$ cat src/rtl/clk_period_meter.sv
// clk_period_meter
//   Receive-side checker for a divided clock. The incoming slow clock is
//   synchronised into the clk_fpga domain. The checker measures the period
//   and the high time of the slow clock in clk_fpga cycles. It flags a period
//   outside N_EXP +/- TOL, and it flags an input that has stopped toggling.
//
//   Optional feature: define CLK_PERIOD_METER_DUTY_CHECK_EN to build the duty
//   check. When the macro is not defined, duty_ok is tied to 0.
//
// Ports
//   clk_fpga    in   system clock; all logic runs on its rising edge
//   reset       in   asynchronous active-low reset
//   clk_in      in   divided clock under test (asynchronous)
//   enable      in   1 = measure; 0 = return to idle, outputs hold
//   period      out  last measured period, in clk_fpga cycles
//   high_time   out  last measured high time, in clk_fpga cycles
//   meas_valid  out  one-cycle pulse when period/high_time update
//   freq_ok     out  |period - N_EXP| <= TOL for the last measurement
//   err_timeout out  sticky stall flag (cleared by the next measurement)
//   duty_ok     out  |2*high_time - period| <= 2*TOL+1 (0 if not built)
`timescale 1ns/1ps
module clk_period_meter #(
  parameter int WIDTH   = 16,
  parameter int N_EXP   = 60,
  parameter int TOL     = 1,
  parameter int TIMEOUT = 240
) (
  input  logic             clk_fpga,
  input  logic             reset,
  input  logic             clk_in,
  input  logic             enable,
  output logic [WIDTH-1:0] period,
  output logic [WIDTH-1:0] high_time,
  output logic             meas_valid,
  output logic             freq_ok,
  output logic             err_timeout,
  output logic             duty_ok
);

  localparam logic [WIDTH-1:0] NEXP_W = WIDTH'(N_EXP);
  localparam logic [WIDTH-1:0] TOL_W  = WIDTH'(TOL);
  localparam logic [WIDTH-1:0] TMO_W  = WIDTH'(TIMEOUT);

  typedef enum logic [1:0] {
    IDLE    = 2'd0,
    ARM     = 2'd1,
    MEASURE = 2'd2
  } state_t;

  state_t           state, state_nxt;
  logic             sync_p0, sync_p1, sync_p2;
  logic             rise;
  logic [WIDTH-1:0] tot_cnt, hi_cnt, idle_cnt;
  logic [WIDTH-1:0] per_new;
  logic             meas_evt, tmo_evt, idle_hit;

  function automatic logic [WIDTH-1:0] sat_inc(input logic [WIDTH-1:0] v);
    return (v == {WIDTH{1'b1}}) ? v : v + WIDTH'(1);
  endfunction

  function automatic logic [WIDTH-1:0] abs_diff(input logic [WIDTH-1:0] a,
                                                input logic [WIDTH-1:0] b);
    return (a >= b) ? a - b : b - a;
  endfunction

  // ---- stage p0..p2: two-flop synchroniser plus edge-detect flop ----
  always_ff @(posedge clk_fpga or negedge reset) begin
    if (!reset) begin
      sync_p0 <= 1'b0;
      sync_p1 <= 1'b0;
      sync_p2 <= 1'b0;
    end else begin
      sync_p0 <= clk_in;
      sync_p1 <= sync_p0;
      sync_p2 <= sync_p1;
    end
  end

  assign rise     = sync_p1 & ~sync_p2;
  assign per_new  = sat_inc(tot_cnt);   // this cycle closes the period
  assign idle_hit = (sat_inc(idle_cnt) == TMO_W);

  // ---- control: state register and next-state decode ----
  always_ff @(posedge clk_fpga or negedge reset) begin
    if (!reset) state <= IDLE;
    else        state <= state_nxt;
  end

  // A rise takes priority over a timeout that occurs in the same cycle.
  always_comb begin
    state_nxt = state;
    meas_evt  = 1'b0;
    tmo_evt   = 1'b0;
    if (!enable) begin
      state_nxt = IDLE;
    end else begin
      case (state)
        IDLE:    state_nxt = ARM;
        ARM: begin
          if (rise)          state_nxt = MEASURE;
          else if (idle_hit) tmo_evt   = 1'b1;
        end
        MEASURE: begin
          if (rise) begin
            meas_evt = 1'b1;
          end else if (idle_hit) begin
            tmo_evt   = 1'b1;
            state_nxt = ARM;
          end
        end
        default: state_nxt = IDLE;
      endcase
    end
  end

  // ---- counters: period/high-time accumulators and stall counter ----
  // Counters accumulate only in MEASURE. Every other state, and each
  // completed or abandoned measurement, starts them again from zero.
  always_ff @(posedge clk_fpga or negedge reset) begin
    if (!reset) begin
      tot_cnt  <= '0;
      hi_cnt   <= '0;
      idle_cnt <= '0;
    end else begin
      if (!enable || state != MEASURE || meas_evt || tmo_evt) begin
        tot_cnt <= '0;
        hi_cnt  <= '0;
      end else begin
        tot_cnt <= sat_inc(tot_cnt);
        if (sync_p2) hi_cnt <= sat_inc(hi_cnt);
      end
      if (!enable || state == IDLE || rise || tmo_evt) idle_cnt <= '0;
      else                                             idle_cnt <= sat_inc(idle_cnt);
    end
  end

  // ---- outputs: registered results ----
  always_ff @(posedge clk_fpga or negedge reset) begin
    if (!reset) begin
      period      <= '0;
      high_time   <= '0;
      meas_valid  <= 1'b0;
      freq_ok     <= 1'b0;
      err_timeout <= 1'b0;
    end else begin
      meas_valid <= meas_evt;
      if (meas_evt) begin
        period      <= per_new;
        high_time   <= hi_cnt;
        freq_ok     <= (abs_diff(per_new, NEXP_W) <= TOL_W);
        err_timeout <= 1'b0;
      end else if (tmo_evt) begin
        err_timeout <= 1'b1;
        freq_ok     <= 1'b0;
      end
    end
  end

`ifdef CLK_PERIOD_METER_DUTY_CHECK_EN
  localparam logic [WIDTH:0] DUTY_LIM = (WIDTH+1)'(2*TOL+1);

  // One extra bit holds 2*high_time without overflow.
  function automatic logic duty_in_tol(input logic [WIDTH-1:0] hi,
                                       input logic [WIDTH-1:0] per);
    logic [WIDTH:0] twice_hi, per_x, dev;
    twice_hi = {hi, 1'b0};
    per_x    = {1'b0, per};
    dev      = (twice_hi >= per_x) ? twice_hi - per_x : per_x - twice_hi;
    return dev <= DUTY_LIM;
  endfunction

  always_ff @(posedge clk_fpga or negedge reset) begin
    if (!reset)        duty_ok <= 1'b0;
    else if (meas_evt) duty_ok <= duty_in_tol(hi_cnt, per_new);
  end
`else
  assign duty_ok = 1'b0;
`endif

endmodule

$ cat config.mk
export PLATFORM = sky130hd
export DESIGN_NAME = clk_period_meter
export DESIGN_NICKNAME = d
export VERILOG_FILES = /design/src/rtl/clk_period_meter.sv
export SDC_FILE = /design/constraint.sdc
export NUM_CORES = 1
export LEC_CHECK = 0
export ABC_AREA = 1
export CAP_MARGIN = 20
export CORE_AREA = 2 2 100 102
export DETAILED_ROUTE_END_ITERATION = 12
export DIE_AREA = 0 0 102 104
export PLACE_DENSITY = 0.84
export SLEW_MARGIN = 20
export SYNTH_ARGS = -nofsm -noshare
export SYNTH_HDL_FRONTEND = slang
export SYNTH_SLANG_ARGS = --single-unit
export TNS_END_PERCENT = 30
$ cat constraint.sdc
create_clock -name clk_fpga -period 3.85 [get_ports clk_fpga]
set_clock_uncertainty 0.2 [all_clocks]
set_input_delay 0.77 -clock clk_fpga [delete_from_list [all_inputs] [get_ports clk_fpga]]
set_output_delay 0.77 -clock clk_fpga [all_outputs]
set_load 0.01 [all_outputs]
# [Word level (Yosys, flattened, before mapping)]
# Index checks and enable logic that the tools add are counted.
[totals] regBits=88 latch_bits=0 mem_bits_rw=0 romBits=0 inputBits=4 output_inout_bits=36 word_cells=69 n_memories=0
[classes] n_addsub=5 multipliers=0 n_div=0 order_cmp=2 n_eq_ne=11 n_shift=0 mux=24 bitwise=2 n_reduce_logical=13
[op_table] operator="$mux W16" n=8
[op_table] operator="$add A16 B1 Y16 const B" n=3
[op_table] operator="$eq A16 B16 Y1 const B" n=3
[op_table] operator="$eq A16 B8 Y1 const B" n=1
[op_table] operator="$ge A16 B6 Y1 const B" n=1
[op_table] operator="$le A16 B1 Y1 const B" n=1
[op_table] operator="$sub A16 B6 Y16 const B" n=1
[op_table] operator="$sub A6 B16 Y16 const A" n=1
[op_table] operator="$mux W1" n=11
[op_table] operator="$ne A3 B3 Y1 const B" n=3
[op_table] operator="$mux W2" n=4
[op_table] operator="$logic_or A1 B1 Y1" n=6
[op_table] operator="$pmux W2 S3" n=1
[op_table] operator="$ne A2 B2 Y1 const B" n=2
[op_table] operator="$reduce_bool A2 Y1" n=2
[op_table] operator="$reduce_and A3 Y1" n=1
[op_table] operator="$eq A2 B1 Y1 const B" n=1
[op_table] operator="$eq A2 B2 Y1 const B" n=1
[op_table] operator="$logic_not A2 Y1" n=1
[op_table] operator="$reduce_and A2 Y1" n=1
[op_table] operator="$reduce_or A2 Y1" n=1
[op_table] operator="$and A1 B1 Y1" n=1
[op_table] operator="$logic_not A1 Y1" n=1
[op_table] operator="$not A1 Y1" n=1

# [Longest topological paths before layout]
# Gate-level depths: netlist of run 1.
[logic_depth] word_depth=10 mapped_depth=24 depth_no_buf=23

# [Worst setup path after synthesis of run 1]
# OpenSTA, ideal clock, no wires.
[synth_timing] path_kind="register to register" startpoint="register tot_cnt[0]" endpoint="register freq_ok" setup_ns=0.065 arrival_time_ns=3.102 t_required_ns=3.585 slack_ns=0.482 path_stages_with_launch=24 path_buffers=1 cell_sequence="dfrtp_1 -> ha_1 -> nand2_1 -> nor2_2 -> nand2_4 -> nor2_8 -> inv_6 -> buf_6 -> o21ai_2 -> ha_1 -> inv_1 -> o21ai_0 -> inv_1 -> nand3_1 -> nand3_1 -> o21ai_0 -> nand2_1 -> nand2_1 -> nand2_1 -> nor2_1 -> nand2_1 -> nor2_1 -> nand2_1 -> nand2_1"
[synth_between] elab_chain_cells=6 word_cells_on_any_way=9 classes_between="add/sub: 3; order compare: 2; eq/ne: 1; mux: 3"
[synth_lines] element="from (decl)" line_no="53" rtl="logic [WIDTH-1:0] tot_cnt, hi_cnt, idle_cnt;"
[synth_lines] element="from (signal assigned)" line_no="129" rtl="tot_cnt <= sat_inc(tot_cnt);"
[synth_lines] element="$add A16 B1 Y16 or $eq A16 B16 Y1 (tied branches)" line_no="58" rtl="return (v == {WIDTH{1'b1}}) ? v : v + WIDTH'(1);"
[synth_lines] element="$mux W16 (*)"
[synth_lines] element="via per_new[2]" line_no="54" rtl="logic [WIDTH-1:0] per_new;"
[synth_lines] element="$sub A6 B16 Y16 (tied with other cells)" line_no="63" rtl="return (a >= b) ? a - b : b - a;"
[synth_lines] element="$mux W16 (*)" line_no="63"
[synth_lines] element="$le A16 B1 Y1 (*)" line_no="150" rtl="freq_ok <= (abs_diff(per_new, NEXP_W) <= TOL_W);"
[synth_lines] element="$mux W1 (*)" line_no="147" rtl="if (meas_evt) begin"
[synth_lines] element="to (signal assigned)" line_no="150"
[synth_lines] element="to (decl)" line_no="35" rtl="output logic freq_ok,"
# Mark *: on every way through the listed nets, which the timed path passes. The rest lies on a longest branch.
# A chain may end at the register's enable or synchronous reset.

# [Worst setup path after layout of run 1]
# Same ends and word-level chain as after synthesis.

==> results of run 1 <==
[cell type report]
type / instances / area, µm²
fillers: 851 / 3350
inverters: 93 / 358
well taps: 133 / 166
flip-flops and latches: 88 / 2200
repair buffers: 46 / 450
clock buffers: 10 / 128
multi-input cells: 560 / 2820
clock inverters: 6 / 75.1
[sequential cells by signal, summed over array words and instances, names as in the netlist]
name,cells
idle_cnt,16
hi_cnt,16
high_time,16
freq_ok,1
state,2
sync_p2,1
tot_cnt,16
err_timeout,1
meas_valid,1
sync_p0,1
sync_p1,1
period,16
[report_power, final]
part / internal [mW] / switching, mW
logic: 0.0360 / 0.0646
clock network: 0.311 / 0.356
registers: 0.937 / 0.0127
[final timing paths]
kind | endpoint | slack (ps)
max | freq_ok | 410
min | hi_cnt[12] | 170
max reg2reg | freq_ok | 410
min reg2reg | sync_p2 | 180
max in group asynchronous | tot_cnt[10] | 2520
min in group clk_fpga | sync_p2 | 180
[cells in the mapped netlist, types with 6 or more instances]
cell and instances:
nor2_1 126, a21oi_1 7, ha_1 11, inv_1 84
clkbuf_1 6, xnor2_1 7, nor2_2 11, nand2_1 200
o21ai_0 45, nor3_1 16, nand2_2 13, xor2_1 19
dfrtp_1 88, nand4_1 18, nand3_1 55
[routing by layer]
metal,share of wire,GRT usage,vias up
met3,0.045,0.0397,29
li1,-,-,2474
met5,0,0,-
met2,0.49,0.434,141
met1,0.45,0.376,2353
met4,0.021,0.0943,0
[critical path, stage by stage, from the launching register on]
cell     delay (ps)
dfrtp_2         420
ha_1            250
nand2_1         110
nor2_2          190
nand2_4         120
nor2_8          220
nor2_1          130
inv_1           110
ha_1            240
inv_1            80
o21ai_1         230
inv_1           100
nand3_1         140
nand3_1         150
o21ai_0         180
nand2_1          60
nand2_1          60
nand2_1          50
nor2_1           80
nand2_1          50
nor2_1          100
nand2_1          60
nand2_1          50
[through the flow]
stage | cell area, µm² | utilization | std cells | worst slack [ps]
final | 6200 | 0.649 | 936 | 405
after global routing | 6200 | 0.649 | 936 | 38.0
after CTS | 6200 | 0.649 | 936 | 291
after detailed placement | 6000 | 0.628 | 920 | 311
after global placement | 6000 | 0.628 | 920 | 450
after floorplan | 5470 | - | 754 | 482
[what timing repair did]
action / 4_1_cts / 5_1_grt
resized for setup: 0 / 2
hold endpoints to repair: 0 / 0
setup endpoints to repair: 0 / 1
[cell families after synthesis]
family | Yosys count | synth area share
and+or+nand+nor | 463 | 0.390
buffers and inverters | 106 | 0.0813
DFF | 88 | 0.403
AOI/OAI and AO/OA | 59 | 0.0584
xor gates and xnor gates | 26 | 0.0417
adders and majority gates | 11 | 0.0252
other | 1 | 0.000686
==> reports/results.tsv, run 1 <==
metric	value	unit
gp_congestion	0.925	
timing.hold.ws	173	ps
cts_buffer_depth	2	
num-nets-final	813	
final_common_cell	nand2_1	
netlist_area	5470	µm²
path_max_fanout	8	
wire_per_inst	14.6	µm
routed_wl	13600	µm
drt_iter0_drc	328	
placement.io_buffers	38	
timing.rr.start	tot_cnt[0]	
rsz0062_at_grt	false	
insertion_delay	360	ps
fin_crit_sh	0.895	
path_clk_slew	100	ps
grt_max_degree	48	
pin_count	40	
synth-seq-cells	88	
setup_viol	0	
hold_class	input pin to async pin	
htree_num_levels	3	
synth.top_cells.by_area	dfrtp_1 40%, nand2_1 14%, nor2_1 8.7%, inv_1 5.8%, nand3_1 5.0%	
synth_edf_count	0	
cap_viol_max_count	0	
yosysTopAreaCell	dfrtp_1	
final.setup.tns	0	ps
required	3950	ps
worstSetupStartpoint	tot_cnt[0]	
drc	0	
drive_gt1_frac	0.0971	
clock-sinks	88	
cp-end-kind	register	
grt-ovfl-total	0	
n_antenna_cell	0	
cts_setup_buffers	0	
drt_first_pass_iters	5	
synth_warnings	0	
cts_tree	built	
max_slew_margin	0.572	
dr_total_vias	4997	
dp_hpwl	10400	µm
die_h	104	µm
syn_inst	754	
synth_top_area_share	0.403	
die_area	10600	µm²
async_reset_ff_frac	1.00	
clock.fmax	290	MHz
worst_pin_slew	640	ps
die_w	102	µm
holdBufCountCts	0	
p_leak	2.94	nW
numCtsBuffers	9	
rows	36	
slew_viol_final	0	
clockRootBuffer	clkbuf_8	
grt_pass1_wl	23100	µm
crit_type	register to register	
vias_per_cell	5.34	
ir_drop	0.205	mV
synth_flop_cell	dfrtp_1	
final_hold_viol_count	0	
power	1.72	mW
seq_area_frac_synth	0.403	
startpoint_type	register	
fin_crit	3440	ps
synth_cell_types	43	
p_per_area	277	nW/µm²
track_usage	0.271	
syn_area_per_cell	7.25	µm²
antenna_found_initial	0	
arrival	3550	ps
ant_nets	0	
mostFrequentLayoutCells	200 x nand2_1, 126 x nor2_1, 87 x dfrtp_1, 84 x inv_1, 55 x nand3_1	
syn_nets	769	
grt_pass1_vias	4922	
reg2reg_depth	22	
synthToLayoutAreaGrowth	13.4	%
initial_core_util	0.572	
status	completed	
core-area	9550	µm²
Power figures use the tool's default switching activity.
==> run 2: changes to the inputs <==
- CAP_MARGIN: 20 -> default
==> results of run 2 <==
The final DEF is identical to that of run 1; final timing and power are the same.
==> run 3: changes to the inputs <==
- clock period: 3.85 -> 3.35 ns (I/O delays scaled with it)
==> run 3 against run 2 <==
Compared with the run above:
- clock power is 18% higher
- fmax is 11% higher
- sequential share of layout area is 0.54 points lower
- hold slack worse by 54 ps
- non-clock buffer count is 9 higher
- combinational power is 17% higher
- final cell count is 0.96% higher
- critical path depth is 6 lower
- critical path type unchanged
==> reports/results.tsv, run 3 (synthesized netlist as in run 1, its figures left out) <==
metric	value	unit	change
pin_count	40		unchanged
final_hold_viol_count	0		unchanged
setup_viol	0		unchanged
slew_viol_final	0		unchanged
placement.io_buffers	38		unchanged
grt-ovfl-total	0		unchanged
numCtsBuffers	9		unchanged
n_antenna_cell	0		unchanged
routed_wl	13700	µm	+0.82%
track_usage	0.271		about the same
timing.hold.ws	119	ps	-54.1 ps
crit_buf_inv	4		+1
mostFrequentLayoutCells	200 x nand2_1, 126 x nor2_1, 87 x dfrtp_1, 84 x inv_1, 55 x nand3_1		
num-nets-final	822		+1.1%
drive_gt1_frac	0.110		+0.0125
fin_crit_sh	0.928		+0.0331
fillers	812		-4.6%
arrival	3150	ps	-400 ps
clock-sinks	88		unchanged
required	3390	ps	-560 ps
r2r_end	tot_cnt[10]		
status	completed		
vias_per_cell	5.40		+1.1%
cpMostUsedCell	nand2_1		
die_w	102	µm	unchanged
grt_pass1_vias	4907		-0.30%
worst_pin_slew	652	ps	+11.9 ps
timing.rr.start	idle_cnt[0]		
die_area	10600	µm²	unchanged
r2r_slack	240	ps	-160 ps
hold_class	input pin to async pin		
cts_buffer_depth	2		unchanged
ant_nets	0		unchanged
dr_total_vias	5103		+2.1%
final.setup.tns	0	ps	unchanged
cp-end-kind	register		
rows	36		unchanged
core-area	9550	µm²	unchanged
ir_drop	0.345	mV	+68%
drc	0		unchanged
p_comb_frac	0.059		about the same
numPlacedInstances	927		+0.76%
grt_pass1_wl	23100	µm	+0.18%
instances_no_fill	945		+0.96%
switchingPower	500	µW	+15%
seqPwrFrac	0.546		-0.007
htree_num_levels	3		unchanged
dp_hpwl	10300	µm	-1.2%
crit_slowest_cell	dfrtp_2		
max_slew_margin	0.566		-0.00641
drt_first_pass_iters	6		+1
drt_iter0_drc	409		+25%
path_clk_slew	90	ps	about the same
die_h	104	µm	unchanged
setup_ws	241	ps	-164 ps
fin_crit	3110	ps	-336 ps
insertion_delay	370	ps	about the same
internal-power	1.50	mW	+17%
clock.fmax	322	MHz	+11%
gp_congestion	0.967		+4.6%
power	2.00	mW	+16%
cap_viol_max_count	0		unchanged
cts_tree	built		
max_stage_delay	460	ps	+40 ps
p_per_area	317	nW/µm²	+15%
p_sw_frac	0.250		-0.00207
path_max_fanout	32		+24
crit_type	register to register		
final_common_cell	nand2_1		
cp_top_family	simple AND/OR/NAND/NOR gates		
p_clk_frac	0.395		+0.006
initial_core_util	0.572		unchanged
synthToLayoutAreaGrowth	15.2	%	
wire_per_inst	14.5	µm	-0.14%
antenna_found_initial	0		unchanged
p_leak	2.99	nW	+1.9%
rsz0062_at_grt	false		
dp_slack	227	ps	-84.2 ps
startpoint_type	register		
path_cells	ha_1, inv_1, nor3_4, nand2_1, inv_1, nand3_4, clkinv_2, nor3_1, nand2_1, nor3_1, nand3_1, nor2_1, nand2_1, nand2_2, buf_12, nor2_1		
reg2reg_depth	16		-27%
clockRootBuffer	clkbuf_8		
grt_max_degree	64		+33%
[run 3: cell type report]
cell class	instances	area (µm²)	share of cell area
Tap cell	133	166	0.0264
Timing Repair Buffer	55	518	0.0823
Clock buffer	10	138	0.0219
Inverter	93	360	0.0572
Clock inverter	6	75.1	0.0119
Multi-Input combinational cell	560	2840	0.450
Sequential cell	88	2200	0.350
[run 3: stage by stage]
stage,util,cell area (µm²)
floorplan,-,5470
global placement,0.634,6050
detailed placement,0.634,6050
CTS,0.656,6260
global route,0.659,6300
finish,0.659,6300
[run 3: per-layer routing]
metal	GRT usage	vias to the layer above	wire, µm
li1	-	2485	-
met1	0.384	2403	6050
met2	0.419	179	6440
met3	0.0571	36	900
met4	0.0790	0	355
met5	0	-	0
[run 3: worst register-to-register path: cells and delay by family, from the launching register on]
| family | cells | cell delay (ps) |
|---|---|---|
| DFF | 1 | 460 |
| and+or+nand+nor | 11 | 1470 |
| buffers and inverters | 4 | 590 |
| adders and majority gates | 1 | 270 |
[run 3: worst max-delay path by stage]
stage                     start          end  cells after the start
floorplan            tot_cnt[0]      freq_ok                     23
global route         tot_cnt[0]      freq_ok                     23
detailed placement   tot_cnt[1]      freq_ok                     22
CTS                  tot_cnt[1]      freq_ok                     22
global placement     tot_cnt[1]      freq_ok                     18
finish              idle_cnt[0]  tot_cnt[10]                     16
[run 3: power by group through the flow]
stage / Combinational [mW] / Sequential [mW] / Clock [mW]
after detailed placement: 0.117 / 1.11 / 0
after floorplan: 0.0603 / 1.11 / 0
after global placement: 0.112 / 1.11 / 0
after CTS: 0.117 / 1.09 / 0.802
after global routing: 0.133 / 1.09 / 0.843
final: 0.118 / 1.09 / 0.789
[run 3: repair_timing]
| item | 4_1_cts | 5_1_grt |
|---|---|---|
| hold buffers | 0 | 0 |
| endpoints found under the setup margin | 0 | 43 |
| resized for setup | 0 | 6 |
| buffers inserted | 0 | 2 |
